File: config.mk
export PLATFORM = sky130hd
export DESIGN_NAME = ps2_kbd_rx_flat
export DESIGN_NICKNAME = d
export VERILOG_FILES = /design/src/rtl/ps2_kbd_rx_if.sv /design/src/rtl/ps2_kbd_rx.sv /design/src/flat_wrapper.sv
export SDC_FILE = /design/constraint.sdc
export NUM_CORES = 1
export LEC_CHECK = 0
export ABC_AREA = 1
export BUFFER_PORTS_ARGS = -buffer_cell sky130_fd_sc_hd__buf_2
export CAP_MARGIN = 15
export CORE_MARGIN = 5
export CORE_UTILIZATION = 45
export CTS_CLUSTER_DIAMETER = 100
export DETAILED_ROUTE_END_ITERATION = 7
export GPL_TIMING_DRIVEN = 0
export PLACE_DENSITY = 0.64
export SYNTH_ARGS = -nofsm -noshare
export SYNTH_HDL_FRONTEND = slang
export SYNTH_SLANG_ARGS = --single-unit
File: constraint.sdc
create_clock -name clk_sys -period 2 [get_ports clk_sys]
set_clock_uncertainty 0.1 [all_clocks]
set_input_delay 0.1 -clock clk_sys [delete_from_list [all_inputs] [get_ports clk_sys]]
set_output_delay 0.1 -clock clk_sys [all_outputs]
set_load 0.05 [all_outputs]
File: src/rtl/ps2_kbd_rx_if.sv
// ps2_kbd_rx_if: result bundle of the PS/2 keyboard receiver.
//   rx_byte/rx_strobe        raw byte stream (good frames only)
//   key_code/key_pressed/
//   key_extended/key_strobe  folded key events for the keyboard mapper
//   parity_err/frame_err     one-cycle error pulses
// master = receiver (drives), slave = consumer.
interface ps2_kbd_rx_if;
  logic [7:0] rx_byte;
  logic       rx_strobe;
  logic [7:0] key_code;
  logic       key_pressed;
  logic       key_extended;
  logic       key_strobe;
  logic       parity_err;
  logic       frame_err;

  modport master (
    output rx_byte, rx_strobe, key_code, key_pressed, key_extended,
           key_strobe, parity_err, frame_err
  );
  modport slave (
    input  rx_byte, rx_strobe, key_code, key_pressed, key_extended,
           key_strobe, parity_err, frame_err
  );
endinterface

File: src/rtl/ps2_kbd_rx.sv
// ps2_kbd_rx: PS/2 keyboard frame receiver and scancode prefix folder.
//   clk_sys   system clock
//   reset_n   async active-low reset
//   ps2_clk   PS/2 clock (idles high)
//   ps2_data  PS/2 data
//   rx        ps2_kbd_rx_if.master: byte stream, key events, error pulses
// Frames are 11 bits (start, 8 data LSB first, odd parity, stop), sampled on
// filtered falling edges of ps2_clk. E0/F0 prefixes set flags that fold into
// the next key event; E1 (Pause) suppresses the following 7 bytes.
module ps2_kbd_rx #(
  parameter int FILTER  = 8,
  parameter int TIMEOUT = 4000
) (
  input  logic         clk_sys,
  input  logic         reset_n,
  input  logic         ps2_clk,
  input  logic         ps2_data,
  ps2_kbd_rx_if.master rx
);
  localparam int FW = $clog2(FILTER + 1);
  localparam int TW = $clog2(TIMEOUT + 1);

  typedef enum logic [1:0] {IDLE, DATA, PARITY, STOP} state_t;

  logic [1:0]    clk_sync, dat_sync;
  logic          filt_clk;
  logic [FW-1:0] filt_cnt;
  logic          fall, din;

  state_t        state;
  logic [2:0]    bit_cnt;
  logic [7:0]    shreg;
  logic          par;
  logic [TW-1:0] to_cnt;
  logic          ext_f, rel_f;
  logic [2:0]    skip;

  assign din  = dat_sync[1];
  // Edge fires in the cycle the filtered clock flips from 1 to 0.
  assign fall = filt_clk && !clk_sync[1] && (filt_cnt == FW'(FILTER - 1));

  // Synchronisers reset to the idle-high level so release never fakes an edge.
  always_ff @(posedge clk_sys or negedge reset_n) begin
    if (!reset_n) begin
      clk_sync <= 2'b11;
      dat_sync <= 2'b11;
      filt_clk <= 1'b1;
      filt_cnt <= '0;
    end else begin
      clk_sync <= {clk_sync[0], ps2_clk};
      dat_sync <= {dat_sync[0], ps2_data};
      if (clk_sync[1] == filt_clk)
        filt_cnt <= '0;
      else if (filt_cnt == FW'(FILTER - 1)) begin
        filt_clk <= clk_sync[1];
        filt_cnt <= '0;
      end else
        filt_cnt <= filt_cnt + 1'b1;
    end
  end

  always_ff @(posedge clk_sys or negedge reset_n) begin
    if (!reset_n) begin
      state           <= IDLE;
      bit_cnt         <= '0;
      shreg           <= '0;
      par             <= 1'b0;
      to_cnt          <= '0;
      ext_f           <= 1'b0;
      rel_f           <= 1'b0;
      skip            <= '0;
      rx.rx_byte      <= '0;
      rx.rx_strobe    <= 1'b0;
      rx.key_code     <= '0;
      rx.key_pressed  <= 1'b0;
      rx.key_extended <= 1'b0;
      rx.key_strobe   <= 1'b0;
      rx.parity_err   <= 1'b0;
      rx.frame_err    <= 1'b0;
    end else begin
      rx.rx_strobe  <= 1'b0;
      rx.key_strobe <= 1'b0;
      rx.parity_err <= 1'b0;
      rx.frame_err  <= 1'b0;

      if (state == IDLE || fall) to_cnt <= '0;
      else                       to_cnt <= to_cnt + 1'b1;

      if (state != IDLE && to_cnt == TW'(TIMEOUT)) begin
        rx.frame_err <= 1'b1;
        state        <= IDLE;
        ext_f        <= 1'b0;
        rel_f        <= 1'b0;
        skip         <= '0;
      end else if (fall) begin
        case (state)
          IDLE: if (!din) begin
            state   <= DATA;
            bit_cnt <= '0;
          end
          DATA: begin
            shreg   <= {din, shreg[7:1]};
            bit_cnt <= bit_cnt + 1'b1;
            if (bit_cnt == 3'd7) state <= PARITY;
          end
          PARITY: begin
            par   <= din;
            state <= STOP;
          end
          default: begin  // STOP
            state <= IDLE;
            if (!din || !(^{shreg, par})) begin
              rx.frame_err  <= !din;
              rx.parity_err <= din;
              ext_f         <= 1'b0;
              rel_f         <= 1'b0;
              skip          <= '0;
            end else begin
              rx.rx_byte   <= shreg;
              rx.rx_strobe <= 1'b1;
              // Pause skipping outranks prefix decoding so its embedded
              // E1/F0 bytes cannot leak into later key events.
              if (skip != 3'd0)
                skip <= skip - 1'b1;
              else begin
                case (shreg)
                  8'hE0: ext_f <= 1'b1;
                  8'hF0: rel_f <= 1'b1;
                  8'hE1: skip  <= 3'd7;
                  8'hAA, 8'hFA, 8'hEE, 8'hFE, 8'h00, 8'hFF: ;
                  default: begin
                    rx.key_code     <= shreg;
                    rx.key_pressed  <= ~rel_f;
                    rx.key_extended <= ext_f;
                    rx.key_strobe   <= 1'b1;
                    ext_f           <= 1'b0;
                    rel_f           <= 1'b0;
                  end
                endcase
              end
            end
          end
        endcase
      end
    end
  end
endmodule

File: src/flat_wrapper.sv
// flat-port wrapper written by rule: the top's interface ports become plain ports
module ps2_kbd_rx_flat 
#(
  parameter int FILTER  = 8,
  parameter int TIMEOUT = 4000
)
  (clk_sys, reset_n, ps2_clk, ps2_data, rx_rx_byte, rx_rx_strobe, rx_key_code, rx_key_pressed, rx_key_extended, rx_key_strobe, rx_parity_err, rx_frame_err);
  ps2_kbd_rx_if rx_i ();
  input  logic clk_sys;
  input  logic reset_n;
  input  logic ps2_clk;
  input  logic ps2_data;
  output wire logic [$bits(rx_i.rx_byte)-1:0] rx_rx_byte;
  output wire logic [$bits(rx_i.rx_strobe)-1:0] rx_rx_strobe;
  output wire logic [$bits(rx_i.key_code)-1:0] rx_key_code;
  output wire logic [$bits(rx_i.key_pressed)-1:0] rx_key_pressed;
  output wire logic [$bits(rx_i.key_extended)-1:0] rx_key_extended;
  output wire logic [$bits(rx_i.key_strobe)-1:0] rx_key_strobe;
  output wire logic [$bits(rx_i.parity_err)-1:0] rx_parity_err;
  output wire logic [$bits(rx_i.frame_err)-1:0] rx_frame_err;
  assign rx_rx_byte = rx_i.rx_byte;
  assign rx_rx_strobe = rx_i.rx_strobe;
  assign rx_key_code = rx_i.key_code;
  assign rx_key_pressed = rx_i.key_pressed;
  assign rx_key_extended = rx_i.key_extended;
  assign rx_key_strobe = rx_i.key_strobe;
  assign rx_parity_err = rx_i.parity_err;
  assign rx_frame_err = rx_i.frame_err;
  ps2_kbd_rx #(.FILTER(FILTER), .TIMEOUT(TIMEOUT)) u_core (.clk_sys(clk_sys), .reset_n(reset_n), .ps2_clk(ps2_clk), .ps2_data(ps2_data), .rx(rx_i));
endmodule
Word level (Yosys, flattened, before mapping)
Index checks and enable logic that the tools add are counted.

Flip-flop bits (word level): 62. Output and inout bits: 22. Logic and storage cells: 128.

$add $sub $neg: 4. Eq/ne operators: 21. Muxes and demuxes: 46. Bitwise logic cells: 7. Reductions and logical operators: 30.

Operators by type and width (number): == test 8 bit (second input constant) (8); 2-to-1 mux 1 bit (28); 2-to-1 mux 3 bit (7); AND reduction 4 bit (4); OR reduction 8 bit (2); adder 12 x 1 -> 12 bit (second input constant) (1); == test 12 bit (second input constant) (1); 2-to-1 mux 12 bit (1); inequality test 3 x 1 -> 1 bit (second input constant) (4); AND reduction 3 bit (4); OR reduction 9 bit (1); parity 9 bit (1); zero test 8 bit (1); 2-to-1 mux 2 bit (4); 2-to-1 mux 4 bit (2); inverter 1 bit (7); one-hot mux 2 bit (3 select lines) (1); one-hot mux 3 bit (2 select lines) (1); AND reduction 6 bit (1); nonzero test 2 bit (3); adder 4 x 1 -> 4 bit (second input constant) (1); == test 4 x 3 -> 1 bit (second input constant) (1); one-hot mux 1 bit (2 select lines) (2); nonzero test 4 bit (1); 16 further kinds (21).

Longest topological paths before layout
Gate-level depths: netlist of the first run.

Depth in word-level cells: 8. Depth in mapped cells: 16. Mapped depth without buffers: 15.

Least setup slack after synthesis of the first run
Ideal clock, no wire load.

Path type: register to register. Start point: register u_core.state[0]. End point: register u_core.rx.key_extended. Setup time: 0.118 ns. Data arrival time: 1.692 ns. Setup slack: 0.091 ns. Cell stages (with the launch flop): 14. Path through: dfrtp_1 inv_1 ha_1 nor3_1 nand3_1 nand2_1 inv_2 nand2_4 nor2_8 nand2_4 buf_6 clkinv_4 nand2_1 nand2_1.

Longest elaborated chain between the ends: 4. Elaborated cells between the ends (all ways): 9.

RTL lines: from (decl) (RTL line ps2_kbd_rx.sv:30) `state_t state;`; from (signal assigned) (RTL line ps2_kbd_rx.sv:64) `state <= IDLE;`; from (signal assigned) (RTL line ps2_kbd_rx.sv:91) `state <= IDLE;`; from (signal assigned) (RTL line ps2_kbd_rx.sv:98) `state <= DATA;`; == test 2 x 1 -> 1 bit, or another cell as far along (RTL line ps2_kbd_rx.sv:96) `case (state)`; OR reduction 3 bit (no source line) or logical AND 1 bit (tied branches); inverter 1 bit (no source line); AND reduction 6 bit (no source line) *; to (signal assigned) (RTL line ps2_kbd_rx.sv:134) `rx.key_extended <= ext_f;`; to (decl) (RTL line ps2_kbd_rx_if.sv:18) `output rx_byte, rx_strobe, key_code, key_pressed, key_extended,`.

Mark *: on every way between the ends. The rest lies on a longest branch, timed or not. A chain may end at the register's enable or synchronous reset.

Worst setup path after layout of the first run
Start point: register u_core.shreg[3]. End point: register u_core.rx.key_code[6].

Longest elaborated chain between the ends: 5. Elaborated cells between the ends (all ways): 16.

RTL lines: from (decl) (RTL line ps2_kbd_rx.sv:32) `logic [7:0] shreg;`; from (signal assigned) (RTL line ps2_kbd_rx.sv:102) `shreg <= {din, shreg[7:1]};`; parallel branches: the longest is 4 deep, another holds OR reduction 9 bit; AND reduction 6 bit (no source line) *; to (signal assigned) (RTL line ps2_kbd_rx.sv:132) `rx.key_code <= shreg;`; to (decl) (RTL line ps2_kbd_rx_if.sv:18).

Mark *: on every way between the ends.

==> results.yml, run 1 <==
status:
  status: "completed"
yosys:
  syn_inst: 383
  syn_nets: 399
  synth_cell_types: 32
  avgSynthCellArea_um2: 8.21
  synth_area_um2: 3140
  ys_warn_count: 0
  ys_seq_elements: 62
  ys_seq_area_frac: 0.495
pwr:
  ir_worst_vdd_mv: 0.426
  p_int_w: 0.00181
  clock_power_share: 0.390
  cellLeakagePower_nw: 2.03
  comb_power_share: 0.054
  finalPower_w: 0.00238
  p_sw_frac: 0.239
  pwr-share-seq: 0.556
  p_per_area_nw_per_um2: 598
  power_switching_w: 0.000569
place:
  portBuffers: 25
  placed_area_um2: 3410
  place.gp.congestion: 0.849
  dp_cells: 505
  hpwl_um: 4470
  pre_cts_ws_ns: -0.317
detailed_routing:
  wl_per_cell_um: 11.8
  vias: 2658
  ant_nets: 0
  firstDrtPassIters: 4
  wl_um: 6540
  routed_via_density: 4.81
  drtIter0Drc: 92
  drc: 0
floorplanning:
  dieArea_um2: 8760
  core.rowCount: 30
  die_x_um: 93.6
  start_util: 0.463
  die_h_um: 93.6
  coreArea_um2: 6790
  io_pins: 26
cells_and_area:
  instances_no_fill: 553
  syn_to_final_growth_pct: 26.7
  register_area_um2: 1570
  drive_gt1_frac: 0.300
  nNetsFinal: 470
  layout_common_cells: "116 x nand2_1, 50 x dfrtp_1, 38 x inv_1, 30 x buf_4, 26 x nor2_1"
  multi_input_area_um2: 1450
  antenna_cells: 0
  fin_area_um2: 3990
  fill_cells: 614
  mostFrequentLayoutCell: "nand2_1"
sta:
  setup_slack_ns: 0.0541
  worst_pin_slew_ns: 0.605
  setup_viol: 0
  hold_viol: 0
  report.final.slew_viol_count: 0
  slew_headroom: 0.596
  fmax_mhz: 514
  rsz0062_at_grt: "true"
  tns_ns: 0
  fin_crit_ns: 1.95
  fin_crit_sh: 0.973
min_path:
  hold_path.class: "input pin to asynchronous set/reset pin"
worst_setup_path:
  startpoint_type: "flip-flop"
  cp.arrival_ns: 2.08
  worstSetupEndpointType: "flip-flop"
  worstPathRequired_ns: 2.13
  crit_fanout: 6
  critPathKind: "flip-flop to flip-flop"
grt:
  grt_max_degree: 37
  grt_pass1_wl_um: 11200
  antenna_found_initial: 0
  grt_overflow_total: 0
  grt_usage: 0.162
  grt_pass1_vias: 2511
clocking:
  cts_max_path_buffers: 2
  clkSinkCount: 62
  clk_pin_slew_ns: 0.06
  cts_max_level: 3
  cts_root_buffer: "clkbuf_8"
  clk_latency_ns: 0.34
  cts_inserted_buffers: 9
  cts_tree: "yes"
flow_run:
  drv_cap: 0
## Yosys cell counts (all sizes together)
cell	number	share of area
a211oi	1	0.0024
a21oi	8	0.013
a221oi	1	0.0028
a31oi	1	0.0020
buf	4	0.012
clkbuf	1	0.0012
clkinv	1	0.0028
dfrtp	57	0.45
dfstp	5	0.042
ha	12	0.048
inv	48	0.058
nand2	131	0.16
nand3	15	0.024
nand4	3	0.0060
nor2	33	0.045
nor3	15	0.024
nor3b	3	0.0072
nor4	3	0.0060
o211ai	3	0.0072
o21ai	32	0.064
o31ai	1	0.0024
or2	1	0.0020
xnor2	2	0.0056
xor2	2	0.0056
## per-layer routing
layer	up-vias	part of all wire	GRT usage
met5	-	0	0
met4	0	0.014	0.0686
met3	11	0.041	0.0434
met2	44	0.47	0.260
met1	1247	0.47	0.204
li1	1356	-	-
## path summary, 6_finish.rpt
path / endpoint / slack, ns / depth (start not counted) / start
worst max-delay path: u_core.rx.key_code[6] / 0.05 / 13 / u_core.shreg[3]
worst min-delay path: u_core.rx.rx_byte[4] / 0.20 / 2 / reset_n
worst max register to register: u_core.rx.key_code[6] / 0.05 / 13 / u_core.shreg[3]
worst min register to register: u_core.dat_sync[1] / 0.25 / 0 / u_core.dat_sync[0]
max in group asynchronous: u_core.rx.key_code[7] / 0.99 / 3 / reset_n
min in group clk_sys: u_core.dat_sync[1] / 0.25 / 0 / u_core.dat_sync[0]
## registers in the layout, summed over array words and instances (netlist names)
name                    count
u_core.bit_cnt              3
u_core.clk_sync             2
u_core.dat_sync             2
u_core.ext_f                1
u_core.filt_clk             1
u_core.filt_cnt             4
u_core.par                  1
u_core.rel_f                1
u_core.rx.frame_err         1
u_core.rx.key_code          8
u_core.rx.key_extended      1
u_core.rx.key_pressed       1
u_core.rx.key_strobe        1
u_core.rx.parity_err        1
u_core.rx.rx_byte           8
u_core.rx.rx_strobe         1
u_core.shreg                8
u_core.skip                 3
u_core.state                2
u_core.to_cnt              12
## through the flow
| step | utilization | hold WS (ns) |
|---|---|---|
| 3_3_place_gp | 0.499 | 0.106 |
| 2_1_floorplan | - | -0.296 |
| 5_1_grt | 0.587 | 0.259 |
| 6_report | 0.587 | 0.201 |
| 4_1_cts | 0.535 | 0.222 |
| 3_5_place_dp | 0.502 | 0.0429 |
## repair_timing
action                                  in CTS  in global routing
resized for setup                            5                 42
buffers inserted                             3                 28
endpoints found under the hold margin       23                  0
pin swaps                                    0                 16
gates cloned                                 0                  1
endpoints found under the setup margin      30                 35
hold buffers                                 3                  0
## layout make-up
class	instances	share of cell area
Tap cell	96	0.0301
Multi-Input combinational cell	267	0.365
Clock inverter	2	0.00251
Clock buffer	12	0.0364
Inverter	49	0.0531
Timing Repair Buffer	61	0.110
Sequential cell	62	0.393
Buffer	4	0.0104
## worst max-delay path, stage by stage, from the launching register on
cell	delay, ns
dfrtp_2	0.48
xnor2_2	0.21
nand2_1	0.07
nand2_1	0.09
nand2_2	0.07
nand2_2	0.07
nand2_2	0.06
nand2_4	0.12
nand2_8	0.07
nor2_8	0.14
nand2_4	0.09
clkbuf_16	0.16
nand2_1	0.06
o21ai_2	0.05
## cell families (layout without fill, tap and decap cells)
| kind of cell | Yosys count | after routing | share of synthesized area |
|---|---|---|---|
| AO/OA/AOI/OAI | 47 | 47 | 0.0935 |
| XOR/XNOR | 4 | 4 | 0.0111 |
| adder cells (fa/ha/maj) | 12 | 12 | 0.0478 |
| buffers and inverters | 54 | 128 | 0.0744 |
| flip-flops | 62 | 62 | 0.495 |
| AND/OR/NAND/NOR | 204 | 204 | 0.278 |
## power groups by stage
stage,Sequential (W),Combinational (W),Clock (W)
finish,0.00133,0.000128,0.000929
global route,0.00133,0.000157,0.00104
CTS,0.00133,0.000129,0.000950
detailed placement,0.00135,0.000124,0
global placement,0.00135,0.000114,0
floorplan,0.00134,0.0000729,0
(Power assumes the default switching activity.)
==> run 2, diff against run 1 <==
--- a/config.mk
+++ b/config.mk
@@ -7,3 +7,2 @@
 export LEC_CHECK = 0
-export ABC_AREA = 1
 export BUFFER_PORTS_ARGS = -buffer_cell sky130_fd_sc_hd__buf_2
==> constraint.sdc (replaced) <==
create_clock -name clk_sys -period 2 [get_ports clk_sys]
set_clock_uncertainty 0.1 [all_clocks]
set_input_delay 0.2 -clock clk_sys [delete_from_list [all_inputs] [get_ports clk_sys]]
set_output_delay 0.2 -clock clk_sys [all_outputs]
set_load 0.05 [all_outputs]
==> run 2 against run 1 <==
Against the previous run: the run now ends with setup timing left; register-to-register slack got worse by 0.46 ns; first-iteration DRC count fell by 34%; clock power rose by 22%; wire length fell by 14%; worst hold slack improved by 0.056 ns; global-route usage fell by 1.8 points; sequential share of layout area rose by 1.7 points; final area fell by 4.7%; combinational power fell by 30%; sequential cell count did not move; core utilization rose by 0.49 points; synthesized cell count fell by 35%; largest cell class unchanged.
==> results.yml, run 2 <==
min_path:
  hold_depth: 0
  min_to: "u_core.clk_sync[1]"
  min-delay-start: "u_core.clk_sync[0]"
  hold_path.class: "flip-flop to flip-flop"
worst_setup_path:
  cp.arrival_ns: 2.54
  cp_cell_sequence: "inv_1 > ha_1 > or4b_1 > or4_4 > and3_4 > nand4_4 > clkbuf_16 > mux2_4"
  worstPathRequired_ns: 2.13
  max_stage_delay_ns: 0.44
  worstSetupEndpointType: "flip-flop"
  rrSetupSlack_ns: -0.41
  rr_worst_depth: 8
  r2r_end: "u_core.rx.key_code[3]"
  crit_slowest_cell: "or4_4"
  reg2reg_from: "u_core.to_cnt[0]"
  crit_fanout: 4
  startpoint_type: "flip-flop"
  critPathKind: "flip-flop to flip-flop"
pwr:
  power_switching_w: 0.000565
  ir_worst_vdd_mv: 0.313
  p_sw_frac: 0.223
  p_per_area_nw_per_um2: 667
  p_int_w: 0.00197
  pwr-share-seq: 0.517
  comb_power_share: 0.036
  clock_power_share: 0.448
  cellLeakagePower_nw: 1.95
cells_and_area:
  nNetsFinal: 324
  mostFrequentLayoutCell: "dfrtp_1"
  syn_to_final_growth_pct: 27.1
  fill_cells: 558
  largest-register: "u_core.to_cnt"
  antenna_cells: 0
  largest_reg_flops: 12
  instances_no_fill: 390
  layout_common_cells: "57 x dfrtp_1, 30 x buf_2, 18 x mux2_4"
  drive_gt1_frac: 0.419
  fin_area_um2: 3800
clocking:
  clkSinkCount: 62
  clk_latency_ns: 0.34
  cts_max_level: 3
  cts_root_buffer: "clkbuf_8"
  cts_inserted_buffers: 9
  cts_max_path_buffers: 2
  clk_pin_slew_ns: 0.07
  cts_tree: "yes"
yosys:
  ys_warn_count: 0
  yosys-top-cells-area: "dfrtp_1 48%, mux2_2 8.7%, ha_1 5.0%"
  syn_nets: 265
  synth_xor_area_frac: 0.0611
  synth_area_um2: 2990
  synth_common_cells: "57 x dfrtp_1, 23 x mux2_2, 18 x nor2_1"
  synth_ff_type: "dfrtp_1"
  synth_cell_types: 48
  avgSynthCellArea_um2: 12.0
  synth_fa_ha_area_frac: 0.0503
  yosysTopAreaCell: "dfrtp_1"
  synth_simple_gate_area_frac: 0.160
  ys_seq_elements: 62
  syn_inst: 249
  synth_top_area_frac: 0.477
  ys_seq_area_frac: 0.521
  yosysMostFrequentCell: "dfrtp_1"
  synth-edff-count: 0
  synthMuxAreaShare: 0.122
  async_flop_share: 1.00
  synth_compound_area_frac: 0.0486
  synth_top_family_by_area: "simple AND/OR/NAND/NOR gates"
flow_run:
  drv_cap: 0
detailed_routing:
  drc: 0
  wl_um: 5620
  drtIter0Drc: 61
  vias: 2008
  routed_via_density: 5.15
  firstDrtPassIters: 4
  ant_nets: 0
  wl_per_cell_um: 14.4
sta:
  fin_crit_ns: 2.41
  setup_viol: 39
  fin_crit_sh: 1.21
  worst_pin_slew_ns: 0.761
  fmax_mhz: 415
  hold_viol: 0
  hold_ws_ns: 0.257
  report.final.slew_viol_count: 0
  tns_ns: -10.87
  slew_headroom: 0.493
  rsz0062_at_grt: "true"
  setup_slack_ns: -0.410
floorplanning:
  dieArea_um2: 8370
  core.rowCount: 29
  coreArea_um2: 6420
  die_h_um: 91.5
  start_util: 0.465
  io_pins: 26
  die_x_um: 91.5
place:
  dp_cells: 352
  hpwl_um: 3660
  place.gp.congestion: 0.780
  placed_area_um2: 3290
  portBuffers: 25
grt:
  grt_overflow_total: 0
  grt_max_degree: 34
  antenna_found_initial: 0
  grt_pass1_wl_um: 9380
  grt_usage: 0.144
  grt_pass1_vias: 1952
status:
  violations: "setup timing"
  status: "finished, violations left"
-- run 2: cell types whose count changed after synthesis, sizes merged, moves of 8 or more --
cell and delta:
inv -36, mux2 +30, nand2 -112, nor2 -15, nor3 -8, o21ai -24
-- run 2: what timing repair did --
| item | 4_1_cts | 5_1_grt |
|---|---|---|
| hold buffers | 3 | 0 |
| resized for setup | 17 | 7 |
| hold endpoints to repair | 34 | 0 |
| pin swaps | 8 | 7 |
| setup endpoints to repair | 40 | 40 |
| cloned | 1 | 1 |
| setup buffers | 9 | 8 |
-- run 2: kinds of logic after synthesis --
logic type / after synthesis
and+or+nand+nor: 83
DFF: 62
muxes: 30
AOI/OAI and AO/OA: 23
buffers and inverters: 22
xor gates and xnor gates: 17
adders and majority gates: 12
-- run 2: cell type report --
class	count	area (um2)	area share
multi-input cells	166	1490	0.392
clock buffers	11	151	0.0399
well taps	77	96.3	0.0254
repair buffers	47	332	0.0873
plain buffers	10	71.3	0.0188
clock inverters	5	57.6	0.0152
flip-flops and latches	62	1560	0.410
inverters	12	45.0	0.0119
-- run 2: power by group through the flow --
| stage | Clock, W | Sequential [W] | Combinational, W |
|---|---|---|---|
| after floorplan | 0 | 0.00133 | 0.0000458 |
| after global placement | 0 | 0.00133 | 0.0000802 |
| after detailed placement | 0 | 0.00133 | 0.0000860 |
| after CTS | 0.00118 | 0.00131 | 0.0000931 |
| after global routing | 0.00124 | 0.00131 | 0.000106 |
| final | 0.00113 | 0.00131 | 0.0000900 |
-- run 2: through the flow --
| stage | setup slack (ns) | power (W) | util |
|---|---|---|---|
| global route | -0.494 | 0.00266 | 0.591 |
| floorplan | -0.390 | 0.00137 | - |
| detailed placement | -0.567 | 0.00142 | 0.513 |
| CTS | -0.423 | 0.00258 | 0.574 |
| global placement | -0.535 | 0.00141 | 0.510 |
| finish | -0.410 | 0.00253 | 0.591 |
-- run 2: worst max path at each step --
stage / from / slack, ns / end / depth (start not counted)
after global placement: u_core.to_cnt[0] / -0.54 / u_core.rx.rx_byte[2] / 7
after detailed placement: u_core.to_cnt[0] / -0.57 / u_core.rx.rx_byte[5] / 7
final: u_core.to_cnt[0] / -0.41 / u_core.rx.key_code[3] / 8
after global routing: u_core.to_cnt[1] / -0.49 / u_core.rx.key_code[6] / 8
after floorplan: u_core.to_cnt[0] / -0.39 / u_core.rx.key_code[2] / 8
after CTS: u_core.to_cnt[0] / -0.42 / u_core.rx.key_code[4] / 8
-- run 2: worst max-delay path, delay by kind of cell, from the launching register on --
family | cells | cell delay [ns]
fa+ha+maj | 1 | 0.15
buf+inv | 2 | 0.22
flops | 1 | 0.38
mux | 1 | 0.28
simple gates | 4 | 1.17
-- run 2: routing by layer --
layer / global-route usage / vias to the layer above / share of wire / wire length [um]
met2: 0.224 / 38 / 0.47 / 2620
met1: 0.183 / 971 / 0.47 / 2640
met3: 0.0339 / 9 / 0.048 / 268
li1: - / 990 / - / -
met4: 0.0804 / 0 / 0.017 / 93
met5: 0 / - / 0 / 0
==> run 3, diff against run 2 <==
--- a/config.mk
+++ b/config.mk
@@ -7,2 +7,3 @@
 export LEC_CHECK = 0
+export ABC_AREA = 0
 export BUFFER_PORTS_ARGS = -buffer_cell sky130_fd_sc_hd__buf_2
@@ -14,3 +15,3 @@
 export GPL_TIMING_DRIVEN = 0
-export PLACE_DENSITY = 0.64
+export PLACE_DENSITY = 0.67
 export SYNTH_ARGS = -nofsm -noshare
==> constraint.sdc (replaced) <==
create_clock -name clk_sys -period 2 [get_ports clk_sys]
set_clock_uncertainty 0.1 [all_clocks]
set_input_delay 0.1 -clock clk_sys [delete_from_list [all_inputs] [get_ports clk_sys]]
set_output_delay 0.1 -clock clk_sys [all_outputs]
set_load 0.05 [all_outputs]
==> run 3 against run 2 <==
Against the previous run: the run still ends with setup timing left; first-iteration DRC count down 20%; power increased by 8.0%; die area stayed put; register-to-register slack about the same; clock power up 19%; setup slack better by 0.0015 ns; critical path type unchanged.
==> results.yml, run 3 (same netlist as run 2, synthesis figures left out) <==
status:
  status: "finished, violations left"
  violations: "setup timing"
cells_and_area:
  antenna_cells: 0
  fill_cells: 529
  fin_area_um2: 4020
  nNetsFinal: 335
  fin_util: 0.626
  drive_gt1_frac: 0.466
  mostFrequentLayoutCell: "dfrtp_1"
  layout_common_cells: "57 x dfrtp_1, 30 x buf_2, 27 x mux2_4, 21 x buf_4, 16 x nor2_1"
  largest-register: "u_core.to_cnt"
  syn_to_final_growth_pct: 34.6
  largest_reg_flops: 12
floorplanning:
  coreArea_um2: 6420
  core.rowCount: 29
  dieArea_um2: 8370
  io_pins: 26
  die_h_um: 91.5
  start_util: 0.465
  die_x_um: 91.5
worst_setup_path:
  crit_fanout: 4
  worstSetupEndpointType: "flip-flop"
  rrSetupSlack_ns: -0.41
  startpoint_type: "flip-flop"
  reg2reg_from: "u_core.to_cnt[1]"
  startpoint: "u_core.to_cnt[1]"
  r2r_end: "u_core.rx.key_code[5]"
  rr_worst_depth: 8
  worstPathRequired_ns: 2.13
  cp.arrival_ns: 2.54
  critPathKind: "flip-flop to flip-flop"
detailed_routing:
  wl_met2_um: 2970
  highest_layer: "met4"
  routed_via_density: 5.18
  ant_nets: 0
  wl_per_cell_um: 14.8
  vias: 2077
  wl_met3_um: 271
  wl_met1_um: 2570
  drtIter0Drc: 49
  firstDrtPassIters: 4
  wl_um: 5920
  drc: 0
sta:
  setup_slack_ns: -0.409
  rsz0062_at_grt: "true"
  slew_headroom: 0.644
  fin_crit_ns: 2.41
  report.final.slew_viol_count: 0
  fin_crit_sh: 1.20
  worst_pin_slew_ns: 0.534
  hold_viol: 0
  fmax_mhz: 415
  setup_viol: 40
grt:
  grt_pass1_wl_um: 10300
  grt_overflow_total: 0
  antenna_found_initial: 0
  grt_pass1_vias: 2147
  grt_max_degree: 40
  grt_usage: 0.154
pwr:
  ir_worst_vdd_mv: 0.523
  p_per_area_nw_per_um2: 680
  cellLeakagePower_nw: 2.08
place:
  placed_area_um2: 3290
  pre_cts_ws_ns: -0.568
  portBuffers: 25
  hpwl_um: 3620
  place.gp.congestion: 0.791
clocking:
  cts_max_path_buffers: 2
  clkSinkCount: 62
  cts_root_buffer: "clkbuf_8"
  clk_latency_ns: 0.34
  cts_max_level: 3
  clk_pin_slew_ns: 0.07
  cts_inserted_buffers: 9
  cts_tree: "yes"
flow_run:
  drv_cap: 0
min_path:
  hold_path.class: "input pin to asynchronous set/reset pin"
run 3: worst max-delay path, cell delays in order (launching register included):
cell	delay, ns
dfrtp_1	0.39
inv_2	0.07
ha_4	0.13
or4b_1	0.42
or4_4	0.44
and3_4	0.19
nand4_4	0.11
clkbuf_16	0.16
mux2_4	0.29
run 3: where the power goes:
group	internal, W	switching [W]
Combinational	0.0000403	0.0000502
Sequential	0.00129	0.0000223
Clock	0.000859	0.000477
Total	0.00219	0.000549
run 3: worst max path at each step:
stage	end	slack [ns]	depth (start not counted)
after detailed placement	u_core.rx.rx_byte[7]	-0.57	7
after global placement	u_core.rx.rx_byte[2]	-0.54	7
after floorplan	u_core.rx.key_code[2]	-0.39	8
after global routing	u_core.rx.key_code[5]	-0.49	8
final	u_core.rx.key_code[5]	-0.41	8
after CTS	u_core.rx.key_code[3]	-0.47	8
run 3: through the flow:
step | setup TNS [ns] | instances | hold slack (ns) | power (W)
final | -10.22 | 401 | 0.172 | 0.00274
after global routing | -13.40 | 401 | 0.235 | 0.00286
after detailed placement | -15.79 | 352 | 0.0138 | 0.00142
after CTS | -11.26 | 388 | 0.185 | 0.00277
after global placement | -14.43 | 351 | 0.105 | 0.00141
after floorplan | -8.28 | 249 | -0.296 | 0.00137
run 3: layout make-up:
type | count | area [um2] | share of cell area
Multi-Input combinational cell | 167 | 1580 | 0.393
Buffer | 10 | 67.6 | 0.0168
Sequential cell | 62 | 1560 | 0.387
Clock inverter | 6 | 109 | 0.0271
Clock buffer | 10 | 138 | 0.0342
Tap cell | 77 | 96.3 | 0.0240
Inverter | 12 | 45.0 | 0.0112
Timing Repair Buffer | 57 | 429 | 0.107
run 3: per-layer routing:
layer,vias up,global-route usage
met1,1017,0.184
met2,42,0.260
met4,0,0.0616
li1,1007,-
met5,-,0
met3,11,0.0430
run 3: timing repair:
action | 4_1_cts | 5_1_grt
hold endpoints to repair | 25 | 0
setup endpoints to repair | 40 | 41
pin swaps | 12 | 5
gates cloned | 1 | 2
gates resized for setup | 41 | 10
buffers inserted | 16 | 11
hold buffers | 3 | 0
